`src/rtl/calc_core_if.sv`:
```
// Key-event input and display-side outputs of the calculator core.
interface calc_core_if;
    logic        key_valid;
    logic [3:0]  key_code;
    logic [15:0] disp_data;
    logic        busy;
    logic        err;
    logic        op_pending;

    modport master (
        output key_valid, key_code,
        input  disp_data, busy, err, op_pending
    );

    modport slave (
        input  key_valid, key_code,
        output disp_data, busy, err, op_pending
    );
endinterface

```
`src/rtl/calc_core.sv`:
```
// Calculator core: operand entry, left-to-right + - * evaluation,
// shift-add multiplier and range checking for a 4-digit display.
module calc_core #(
    parameter int MAX_POS    = 9999,
    parameter int MIN_NEG    = -999,
    parameter int MAX_DIGITS = 4
) (
    input  logic        i_clk,
    input  logic        i_rst,
    calc_core_if.slave  bus
);

    typedef enum logic [2:0] {
        S_ENTRY_A,
        S_OP_WAIT,
        S_ENTRY_B,
        S_MUL,
        S_RESULT,
        S_ERROR
    } state_t;

    typedef enum logic [1:0] {
        OP_ADD,
        OP_SUB,
        OP_MUL
    } op_t;

    localparam logic signed [16:0] L_MAX17 = 17'(MAX_POS);
    localparam logic signed [16:0] L_MIN17 = 17'(MIN_NEG);
    localparam logic signed [28:0] L_MAX29 = 29'(MAX_POS);
    localparam logic signed [28:0] L_MIN29 = 29'(MIN_NEG);
    localparam logic [2:0]         L_NDIG  = 3'(MAX_DIGITS);

    state_t             r_state;
    logic [13:0]        r_mag;
    logic               r_neg;
    logic [2:0]         r_ndig;
    logic signed [15:0] r_acc;
    op_t                r_op;
    logic               r_op_pending;
    logic               r_err;
    logic [27:0]        r_mcand;
    logic [13:0]        r_mplier;
    logic [27:0]        r_prod;
    logic [3:0]         r_cnt;
    logic               r_msign;
    op_t                r_mul_op;
    logic               r_mul_eq;

    state_t             w_nxt_state;
    logic [13:0]        w_nxt_mag;
    logic               w_nxt_neg;
    logic [2:0]         w_nxt_ndig;
    logic signed [15:0] w_nxt_acc;
    op_t                w_nxt_op;
    logic               w_nxt_op_pending;
    logic               w_nxt_err;
    logic [27:0]        w_nxt_mcand;
    logic [13:0]        w_nxt_mplier;
    logic [27:0]        w_nxt_prod;
    logic [3:0]         w_nxt_cnt;
    logic               w_nxt_msign;
    op_t                w_nxt_mul_op;
    logic               w_nxt_mul_eq;

    logic               w_key;
    logic               w_clr;
    logic               w_is_dig;
    logic               w_is_op;
    logic               w_is_eq;
    logic               w_is_sgn;
    op_t                w_key_op;

    logic signed [16:0] w_entry;
    logic signed [16:0] w_acc17;
    logic signed [16:0] w_opnd17;
    logic signed [16:0] w_addsub;
    logic signed [16:0] w_negacc;
    logic [13:0]        w_acc_abs;
    logic [13:0]        w_mul_b;
    logic               w_fresh;
    logic [13:0]        w_base_mag;
    logic               w_base_neg;
    logic [2:0]         w_base_ndig;
    logic [16:0]        w_dig_mag;
    logic               w_dig_ok;
    logic [27:0]        w_prod_add;
    logic signed [28:0] w_prod29;
    logic signed [28:0] w_mres;

    logic               w_eval;
    logic               w_apply;
    logic signed [28:0] w_res;
    logic               w_to_result;
    op_t                w_newop;

    assign w_key    = bus.key_valid && (r_state != S_MUL);
    assign w_clr    = w_key && (bus.key_code == 4'hE);
    assign w_is_dig = bus.key_code <= 4'd9;
    assign w_is_op  = (bus.key_code == 4'hA) ||
                      (bus.key_code == 4'hB) ||
                      (bus.key_code == 4'hC);
    assign w_is_eq  = bus.key_code == 4'hD;
    assign w_is_sgn = bus.key_code == 4'hF;

    always_comb begin
        w_key_op = OP_ADD;
        if (bus.key_code == 4'hB) w_key_op = OP_SUB;
        if (bus.key_code == 4'hC) w_key_op = OP_MUL;
    end

    assign w_entry  = r_neg ? -$signed({3'b000, r_mag})
                            :  $signed({3'b000, r_mag});
    assign w_acc17  = {r_acc[15], r_acc};
    assign w_negacc = -w_acc17;
    assign w_acc_abs = r_acc[15] ? (~r_acc[13:0] + 14'd1)
                                 : r_acc[13:0];

    // OP_WAIT evaluation uses the accumulator as both operands
    assign w_opnd17 = (r_state == S_OP_WAIT) ? w_acc17 : w_entry;
    assign w_mul_b  = (r_state == S_OP_WAIT) ? w_acc_abs : r_mag;
    assign w_addsub = (r_op == OP_SUB) ? (w_acc17 - w_opnd17)
                                       : (w_acc17 + w_opnd17);

    assign w_fresh     = (r_state == S_OP_WAIT) ||
                         (r_state == S_RESULT);
    assign w_base_mag  = w_fresh ? 14'd0 : r_mag;
    assign w_base_neg  = w_fresh ? 1'b0  : r_neg;
    assign w_base_ndig = w_fresh ? 3'd0  : r_ndig;
    assign w_dig_mag   = {3'b000, w_base_mag} * 17'd10
                       + {13'd0, bus.key_code};
    assign w_dig_ok    = (w_base_ndig < L_NDIG) &&
                         !(w_base_neg && (w_dig_mag > 17'd999));

    assign w_prod_add = r_mplier[0] ? (r_prod + r_mcand) : r_prod;
    assign w_prod29   = $signed({1'b0, r_prod});
    assign w_mres     = r_msign ? -w_prod29 : w_prod29;

    always_comb begin
        w_nxt_state      = r_state;
        w_nxt_mag        = r_mag;
        w_nxt_neg        = r_neg;
        w_nxt_ndig       = r_ndig;
        w_nxt_acc        = r_acc;
        w_nxt_op         = r_op;
        w_nxt_op_pending = r_op_pending;
        w_nxt_err        = r_err;
        w_nxt_mcand      = r_mcand;
        w_nxt_mplier     = r_mplier;
        w_nxt_prod       = r_prod;
        w_nxt_cnt        = r_cnt;
        w_nxt_msign      = r_msign;
        w_nxt_mul_op     = r_mul_op;
        w_nxt_mul_eq     = r_mul_eq;
        w_eval           = 1'b0;
        w_apply          = 1'b0;
        w_res            = '0;
        w_to_result      = 1'b0;
        w_newop          = r_op;

        if (r_state == S_MUL) begin
            if (r_cnt != 4'd14) begin
                w_nxt_prod   = w_prod_add;
                w_nxt_mcand  = r_mcand << 1;
                w_nxt_mplier = r_mplier >> 1;
                w_nxt_cnt    = r_cnt + 4'd1;
            end else begin
                w_apply     = 1'b1;
                w_res       = w_mres;
                w_to_result = r_mul_eq;
                w_newop     = r_mul_op;
            end
        end else if (w_key && (r_state != S_ERROR)) begin
            unique case (1'b1)
                w_is_dig: begin
                    if (w_dig_ok) begin
                        w_nxt_mag  = w_dig_mag[13:0];
                        w_nxt_neg  = w_base_neg;
                        w_nxt_ndig = w_base_ndig + 3'd1;
                    end
                    if (r_state == S_OP_WAIT) w_nxt_state = S_ENTRY_B;
                    if (r_state == S_RESULT)  w_nxt_state = S_ENTRY_A;
                end
                w_is_op: begin
                    case (r_state)
                        S_ENTRY_B: begin
                            w_eval  = 1'b1;
                            w_newop = w_key_op;
                        end
                        default: begin
                            if (r_state == S_ENTRY_A)
                                w_nxt_acc = w_entry[15:0];
                            w_nxt_op         = w_key_op;
                            w_nxt_op_pending = 1'b1;
                            w_nxt_state      = S_OP_WAIT;
                        end
                    endcase
                end
                w_is_eq: begin
                    case (r_state)
                        S_ENTRY_A: begin
                            w_nxt_acc        = w_entry[15:0];
                            w_nxt_op_pending = 1'b0;
                            w_nxt_state      = S_RESULT;
                        end
                        S_ENTRY_B, S_OP_WAIT: begin
                            w_eval      = 1'b1;
                            w_to_result = 1'b1;
                        end
                        default: ;
                    endcase
                end
                w_is_sgn: begin
                    case (r_state)
                        S_ENTRY_A, S_ENTRY_B: begin
                            if (r_neg || (r_mag <= 14'd999))
                                w_nxt_neg = ~r_neg;
                        end
                        S_RESULT: begin
                            if ((w_negacc <= L_MAX17) &&
                                (w_negacc >= L_MIN17))
                                w_nxt_acc = w_negacc[15:0];
                        end
                        default: ;
                    endcase
                end
                default: ;
            endcase
        end

        // Multiply defers the result; add/sub resolve on this edge
        if (w_eval) begin
            if (r_op == OP_MUL) begin
                w_nxt_state  = S_MUL;
                w_nxt_mcand  = {14'd0, w_acc_abs};
                w_nxt_mplier = w_mul_b;
                w_nxt_prod   = '0;
                w_nxt_cnt    = 4'd0;
                w_nxt_msign  = r_acc[15] ^
                               ((r_state == S_OP_WAIT) ? r_acc[15] : r_neg);
                w_nxt_mul_op = w_newop;
                w_nxt_mul_eq = w_to_result;
            end else begin
                w_apply = 1'b1;
                w_res   = {{12{w_addsub[16]}}, w_addsub};
            end
        end

        if (w_apply) begin
            if ((w_res > L_MAX29) || (w_res < L_MIN29)) begin
                w_nxt_state      = S_ERROR;
                w_nxt_err        = 1'b1;
                w_nxt_op_pending = 1'b0;
                w_nxt_acc        = '0;
            end else begin
                w_nxt_acc        = w_res[15:0];
                w_nxt_op         = w_newop;
                w_nxt_op_pending = !w_to_result;
                w_nxt_state      = w_to_result ? S_RESULT : S_OP_WAIT;
            end
        end
    end

    always_ff @(posedge i_clk) begin
        if (i_rst || w_clr) begin
            r_state      <= S_ENTRY_A;
            r_mag        <= '0;
            r_neg        <= 1'b0;
            r_ndig       <= '0;
            r_acc        <= '0;
            r_op         <= OP_ADD;
            r_op_pending <= 1'b0;
            r_err        <= 1'b0;
            r_mcand      <= '0;
            r_mplier     <= '0;
            r_prod       <= '0;
            r_cnt        <= '0;
            r_msign      <= 1'b0;
            r_mul_op     <= OP_ADD;
            r_mul_eq     <= 1'b0;
        end else begin
            r_state      <= w_nxt_state;
            r_mag        <= w_nxt_mag;
            r_neg        <= w_nxt_neg;
            r_ndig       <= w_nxt_ndig;
            r_acc        <= w_nxt_acc;
            r_op         <= w_nxt_op;
            r_op_pending <= w_nxt_op_pending;
            r_err        <= w_nxt_err;
            r_mcand      <= w_nxt_mcand;
            r_mplier     <= w_nxt_mplier;
            r_prod       <= w_nxt_prod;
            r_cnt        <= w_nxt_cnt;
            r_msign      <= w_nxt_msign;
            r_mul_op     <= w_nxt_mul_op;
            r_mul_eq     <= w_nxt_mul_eq;
        end
    end

    always_comb begin
        bus.disp_data = '0;
        case (r_state)
            S_ENTRY_A, S_ENTRY_B: bus.disp_data = w_entry[15:0];
            S_OP_WAIT, S_RESULT, S_MUL: bus.disp_data = r_acc;
            default: bus.disp_data = '0;
        endcase
    end

    assign bus.busy       = (r_state == S_MUL);
    assign bus.err        = r_err;
    assign bus.op_pending = r_op_pending;

endmodule

```
`src/flat_wrapper.sv`:
```
// flat-port wrapper written by rule: the top's interface ports become plain ports
module calc_core_flat 
#(
    parameter int MAX_POS    = 9999,
    parameter int MIN_NEG    = -999,
    parameter int MAX_DIGITS = 4
)
  (i_clk, i_rst, bus_key_valid, bus_key_code, bus_disp_data, bus_busy, bus_err, bus_op_pending);
  calc_core_if bus_i ();
  input  logic i_clk;
  input  logic i_rst;
  input wire logic [$bits(bus_i.key_valid)-1:0] bus_key_valid;
  input wire logic [$bits(bus_i.key_code)-1:0] bus_key_code;
  output wire logic [$bits(bus_i.disp_data)-1:0] bus_disp_data;
  output wire logic [$bits(bus_i.busy)-1:0] bus_busy;
  output wire logic [$bits(bus_i.err)-1:0] bus_err;
  output wire logic [$bits(bus_i.op_pending)-1:0] bus_op_pending;
  assign bus_i.key_valid = bus_key_valid;
  assign bus_i.key_code = bus_key_code;
  assign bus_disp_data = bus_i.disp_data;
  assign bus_busy = bus_i.busy;
  assign bus_err = bus_i.err;
  assign bus_op_pending = bus_i.op_pending;
  calc_core #(.MAX_POS(MAX_POS), .MIN_NEG(MIN_NEG), .MAX_DIGITS(MAX_DIGITS)) u_core (.i_clk(i_clk), .i_rst(i_rst), .bus(bus_i));
endmodule
```
`config.mk`:
```
export PLATFORM = sky130hd
export DESIGN_NAME = calc_core_flat
export DESIGN_NICKNAME = d
export VERILOG_FILES = /design/src/rtl/calc_core_if.sv /design/src/rtl/calc_core.sv /design/src/flat_wrapper.sv
export SDC_FILE = /design/constraint.sdc
export NUM_CORES = 1
export LEC_CHECK = 0
export BUFFER_PORTS_ARGS = -buffer_cell sky130_fd_sc_hd__clkbuf_2
export CORE_MARGIN = 2
export CORE_UTILIZATION = 46
export CTS_CLUSTER_SIZE = 28
export DETAILED_ROUTE_END_ITERATION = 12
export PLACE_DENSITY_LB_ADDON = 0.05
export SKIP_LAST_GASP = 1
export SLEW_MARGIN = 20
export SYNTH_ARGS = -nofsm -noshare
export SYNTH_HDL_FRONTEND = slang
export SYNTH_SLANG_ARGS = --single-unit
```
`constraint.sdc`:
```
create_clock -name i_clk -period 9.6 [get_ports i_clk]
set_input_delay 0.96 -clock i_clk [delete_from_list [all_inputs] [get_ports i_clk]]
set_output_delay 0.96 -clock i_clk [all_outputs]
set_load 0.05 [all_outputs]
```
After elaboration in Yosys (flattened, before gate mapping). Index checks and enable logic that the tools add are counted.

Word-level logic and storage cells: 179. Bits in registers: 119.

$mul: 1. $add $sub $neg: 10. Eq/ne operators: 23. Bitwise gates (word level): 4. Muxes and demuxes: 90. Reduce and logical (&&, ||, !) cells: 28. Magnitude comparators: 8.

Operators with widths (number): $mux W28 (9); $mux W29 (5); $mux W16 (8); $mux W14 (7); $mux W17 (3); $pmux W16 S3 (1); $mux W3 (12); $pmux W16 S2 (1); $gt A29 B15 Y1 const B (1); $lt A29 B11 Y1 const B (1); $neg A28 Y29 (1); $add A28 B28 Y28 (1); $eq A4 B4 Y1 const B (6); $mux W1 (24); $mux W2 (12); $add A16 B17 Y17 (1); $add A17 B4 Y17 (1); $ge A17 B11 Y1 const B (1); $gt A17 B10 Y1 const B (1); $le A17 B15 Y1 const B (1); $neg A14 Y17 (1); $neg A16 Y17 (1); $sub A16 B17 Y17 (1); $mul A14 B3 Y16 const B (1); 35 further kinds (63).

Depth between registers and ports, before layout.
Depth after elaboration: 11. Depth in mapped cells: 25. Gate-level depth less buffers: 23.

Worst setup path after synthesis. OpenSTA, ideal clock, no wires.

Path type: register to register. From: reg u_core.r_mag[1]. To: reg u_core.r_op[0]. Required time: 9.478 ns. Arrival time: 5.361 ns. Setup slack: 4.117 ns. Clock period less this slack: 5.483 ns. Cell stages (with the launch flop): 25. Path through: dfxtp_1 -> clkbuf_1 -> inv_1 -> ha_1 -> or4b_1 -> clkbuf_1 -> mux2i_1 -> a41oi_1 -> or2_2 -> o21ai_0 -> o21ai_0 -> nand2b_1 -> a21oi_1 -> xnor2_1 -> ha_1 -> a21o_1 -> or4_1 -> nor2_1 -> o211ai_1 -> o211ai_1 -> o311ai_0 -> or4_1 -> o21a_1 -> buf_2 -> o311a_1.

Longest elaborated chain between the ends: 11. Elaborated cells on any way between the ends: 13. Classes of those cells: 3 x add/sub; 2 x order compare; 7 x mux; 1 x reduce/logical.

RTL lines: start, declared (line calc_core.sv:35) `logic [13:0] r_mag;`; start signal, assigned (line calc_core.sv:283) `r_mag <= w_nxt_mag;`; $neg A14 Y17 (line calc_core.sv:112) `assign w_entry = r_neg ? -$signed({3'b000, r_mag})`; $mux W17 * (line calc_core.sv:112); $mux W17 * (line calc_core.sv:120) `assign w_opnd17 = (r_state == S_OP_WAIT) ? w_acc17 : w_entry;`; $add A16 B17 Y17 / $sub A16 B17 Y17 (equally long branches) (line calc_core.sv:123, calc_core.sv:122); $mux W17 * (line calc_core.sv:122) `assign w_addsub = (r_op == OP_SUB) ? (w_acc17 - w_opnd17)`; $mux W29 * (line calc_core.sv:233) `if (r_op == OP_MUL) begin`; $mux W29 * (line calc_core.sv:232) `if (w_eval) begin`; $gt A29 B15 Y1 / $lt A29 B11 Y1 (equally long branches) (line calc_core.sv:250) `if ((w_res > L_MAX29) || (w_res < L_MIN29)) begin`; $logic_or A1 B1 Y1 * (line calc_core.sv:250); $mux W2 * (line calc_core.sv:250); $mux W2 * (line calc_core.sv:249) `if (w_apply) begin`; end signal, assigned (line calc_core.sv:287) `r_op <= w_nxt_op;`; end, declared (line calc_core.sv:39) `op_t r_op;`.

Mark *: on every way between the ends. The rest lies on a longest branch, timed or not. A chain may end at the register's enable or synchronous reset.

Worst setup path in the final report.
From: reg u_core.r_state[1]. To: reg u_core.r_acc[13].

Longest elaborated chain between the ends: 11. Elaborated cells on any way between the ends: 44. Classes of those cells: 2 x add/sub; 2 x order compare; 10 x eq/ne; 20 x mux; 10 x reduce/logical.

RTL lines: start, declared (line calc_core.sv:34) `state_t r_state;`; start signal, assigned (line calc_core.sv:282) `r_state <= w_nxt_state;`; parallel branches: the longest is 11 deep, another holds $gt A29 B15 Y1; end signal, assigned (line calc_core.sv:286) `r_acc <= w_nxt_acc;`; end, declared (line calc_core.sv:38) `logic signed [15:0] r_acc;`.

Parallel ways; which one is timed is not known. The select of a mux whose other input is x is not followed.

==> flow_metrics.py <==
metrics = {
    "clock_tree": {
        "cts_setup_buffers": 0,
        "cts_buffers": 17,
        "post_cts_resized": 0,
        "clk_pin_slew_ns": 0.06,
        "clock-sinks": 119,
        "h-tree-depth": 4,
        "tritoncts": "yes",
        "ctsHoldBuffers": 0,
        "clock_latency_ns": 0.43,
        "clockRootBuffer": "clkbuf_16",
        "clock_path_buffers": 2,
    },
    "timing": {
        "fin_tns_setup_ns": 0,
        "final_hold_viol_count": 0,
        "worst_slew_pin_slew_ns": 1.04,
        "setup_ws_ns": 3.20,
        "slew_violations": 0,
        "skew_ns": 0.0145,
        "rsz0062_at_grt": "false",
        "fmax_mhz": 156,
        "slew_headroom_pct": 30.6,
        "finalSetupViolations": 0,
        "fin_crit_sh_pct": 66.7,
        "layout_min_cycle_time_ns": 6.40,
    },
    "synthesis": {
        "synthCells": 1636,
        "synth_edf_count": 0,
        "synth_simple_gate_area_share_pct": 27.3,
        "postSynthRegisterBits": 119,
        "syn-num-nets": 1726,
        "synth_compound_area_share_pct": 27.9,
        "synth_fa_ha_area_share_pct": 9.05,
        "synth_xor_area_share_pct": 9.26,
        "synthTopCellsByCount": "nand2_1, nor2_1, dfxtp_1",
        "yosys.cell_count.top_type": "nand2_1",
        "yosysTopAreaCellShare_pct": 20.2,
        "synth-main-ff-cell": "dfxtp_1",
        "syn_area_um2": 11800,
        "netlist_top_cells_area": "dfxtp_1, ha_1, nand2_1",
        "ys_warn_count": 0,
        "synth_largest_area_cell": "dfxtp_1",
        "synth_cell_type_count": 76,
        "avgSynthCellArea_um2": 7.22,
        "synth.area.mux_share_pct": 1.37,
        "ys_seq_area_share_pct": 20.2,
        "synth_top_family_by_area": "compound AO/OA/AOI/OAI gates",
        "synthArstFlopShare_pct": 0,
    },
    "critical_path": {
        "cp-end-kind": "register",
        "path_cells": "or3b_2, buf_4, mux2i_1, nand3_1, or2_2, o21ai_0, o21ai_0, nand2b_1, a21oi_1, xnor2_1, ha_1, a21o_1, or4_1, nor2_1, o211ai_1, o211ai_1, o311ai_0, or4_1, o21ai_1, nand2_1, a2111oi_1",
        "cp_data_required_time_ns": 9.91,
        "path_class": "reg2reg",
        "crit_slowest_cell": "dfxtp_1",
        "path_max_fanout": 53,
        "worstReg2RegStart": "u_core.r_state[1]",
        "cpPeakStageDelay_ns": 0.64,
        "rr_worst_depth": 21,
        "reg2reg_slack_ns": 3.20,
        "critPathLaunchType": "register",
        "critPathTopFamily": "simple AND/OR/NAND/NOR gates",
        "rr_endpoint": "u_core.r_acc[13]",
        "path_buf_inv": 1,
        "cp.arrival_ns": 6.71,
    },
    "place": {
        "post-place-ws_ns": 3.38,
        "placed_cells": 1905,
        "numPortBuffers": 25,
        "place_area_um2": 12100,
        "dp_hpwl_um": 31100,
        "place.gp.congestion": 0.944,
    },
    "detailed_routing": {
        "drt_iter0_drc": 1003,
        "dr.pass1.iters": 5,
        "wirelength_um": 40700,
        "ant_nets": 0,
        "drc_errors": 0,
        "wire_per_inst_um": 21.0,
        "vias": 12191,
        "vias_per_cell": 6.29,
    },
    "global_route": {
        "grt.busiest_layer": "met2",
        "grt_usage_pct": 30.6,
        "antenna_found_initial": 0,
        "grt_first_pass_wirelength_um": 64100,
        "overflow": 0,
        "grt_max_degree": 54,
        "grt_pass1_vias": 11099,
        "grt_util_met2_pct": 45.5,
        "met1_usage_pct": 43.9,
        "grt_use_met3_pct": 5.93,
    },
    "layout": {
        "final_cells": 1938,
        "areaGrowthSynthToFinish_pct": 8.05,
        "fin_area_um2": 12800,
        "drive_above_1_share_pct": 7.65,
        "nNetsFinal": 1685,
        "antenna-diode-count": 0,
    },
    "power_and_ir_drop": {
        "power_density_nw_per_um2": 171,
        "finalPower_mw": 2.19,
        "leakage_nw": 4.97,
        "ir_worst_vdd_mv": 0.108,
    },
    "floorplanning": {
        "die_y_um": 164,
        "core_um2": 25200,
        "row_count": 58,
        "initial_core_util_pct": 46.9,
        "io_pins": 26,
        "die_x_um": 164,
        "dieArea_um2": 27000,
    },
    "outcome": {
        "outcome": "finished clean",
    },
    "worst_hold_path": {
        "whs_path_depth": 2,
        "hp-class": "reg2reg",
        "holdPathEnd": "u_core.r_mul_op[0]",
        "hold_start": "u_core.r_mul_op[0]",
    },
    "job": {
        "maxCapViolCount": 0,
    },
}
-- flip-flops by register name, indices dropped and copies added, names as in the netlist --
signal	flops
u_core.r_cnt	4
u_core.r_mul_op	2
u_core.r_acc	16
u_core.r_ndig	3
u_core.r_state	3
u_core.r_msign	1
u_core.r_mplier	14
u_core.r_op	2
u_core.r_mag	14
u_core.r_mcand	28
u_core.r_neg	1
u_core.bus.op_pending	1
u_core.r_mul_eq	1
u_core.r_prod	28
u_core.bus.err	1
-- layer usage --
metal	share of wire, %	wire length [um]	vias to the layer above
li1	-	-	5943
met1	47	19300	5757
met2	43	17400	417
met3	6.8	2760	74
met4	3.1	1260	0
met5	0	0	-
-- cell families (layout without fill, tap and decap cells) --
| family | after synthesis | count (layout) |
|---|---|---|
| AND/OR/NAND/NOR | 657 | 657 |
| AO/OA/AOI/OAI | 485 | 485 |
| buffers and inverters | 152 | 124 |
| XOR/XNOR | 124 | 124 |
| flip-flops | 119 | 119 |
| adder cells (fa/ha/maj) | 83 | 83 |
| multiplexers | 16 | 16 |
-- layout make-up --
class | instances | area [um2]
sequential | 119 | 2380
timing repair buffer | 49 | 318
inverter | 43 | 161
multi-input combinational | 1365 | 8880
clock buffer | 17 | 425
clock inverter | 15 | 181
fill | 2532 | 12400
tap | 330 | 413
-- per-stage QoR --
stage / hold WS (ns) / util [%]
finish: 0.459 / 50.7
global route: 0.477 / 50.7
CTS: 0.458 / 50.6
detailed placement: 0.448 / 48.2
global placement: 0.446 / 48.2
floorplan: 0.437 / -
-- where the power goes --
group | leakage, nW | internal, mW | switching [mW] | total, mW
clock | 0.293 | 0.394 | 0.280 | 0.674
sequential | 0.962 | 0.511 | 0.0489 | 0.560
combinational | 3.72 | 0.338 | 0.616 | 0.954
total | 4.97 | 1.24 | 0.945 | 2.19
-- worst reg2reg max path, stage by stage, from the launching register on --
cell       delay, ns
dfxtp_1         0.64
or3b_2          0.21
buf_4           0.46
mux2i_1         0.28
nand3_1         0.19
or2_2           0.35
o21ai_0         0.29
o21ai_0         0.26
nand2b_1        0.24
a21oi_1         0.19
xnor2_1         0.11
ha_1            0.36
a21o_1          0.24
or4_1           0.51
nor2_1          0.20
o211ai_1        0.14
o211ai_1        0.10
o311ai_0        0.14
or4_1           0.44
o21ai_1         0.28
nand2_1         0.24
a2111oi_1       0.40
-- worst max path at each step --
| stage | from | slack [ns] | endpoint | depth (start not counted) |
|---|---|---|---|---|
| floorplan | u_core.r_mag[1] | 4.12 | u_core.r_op[0] | 24 |
| global placement | u_core.r_state[0] | 3.55 | u_core.r_acc[13] | 21 |
| detailed placement | u_core.r_mag[0] | 3.38 | u_core.r_acc[13] | 22 |
| CTS | u_core.r_mag[0] | 3.33 | u_core.r_acc[13] | 22 |
| global route | u_core.r_state[1] | 2.74 | u_core.r_acc[13] | 21 |
| finish | u_core.r_state[1] | 3.20 | u_core.r_acc[13] | 21 |
-- placed cells by master (no fill, tap or decap), types with 17 or more instances in the layout --
cell	synthesis	routed
o31ai_1	19	19
nand2b_1	17	17
nor2b_1	36	36
a21oi_1	118	118
a311oi_1	18	18
clkbuf_2	0	25
nor2_1	144	143
nand2_1	210	210
or3_1	27	27
nand3_1	40	40
and3_1	24	24
o21a_1	22	22
dfxtp_1	119	119
ha_1	79	79
nor3_1	53	53
o21ai_0	94	94
clkbuf_16	0	17
inv_1	43	43
buf_4	0	23
a21o_1	25	25
xor2_1	45	45
a211oi_1	50	50
xnor2_1	78	78
or4_1	23	23
No activity file was read; power rests on OpenSTA's default activity.
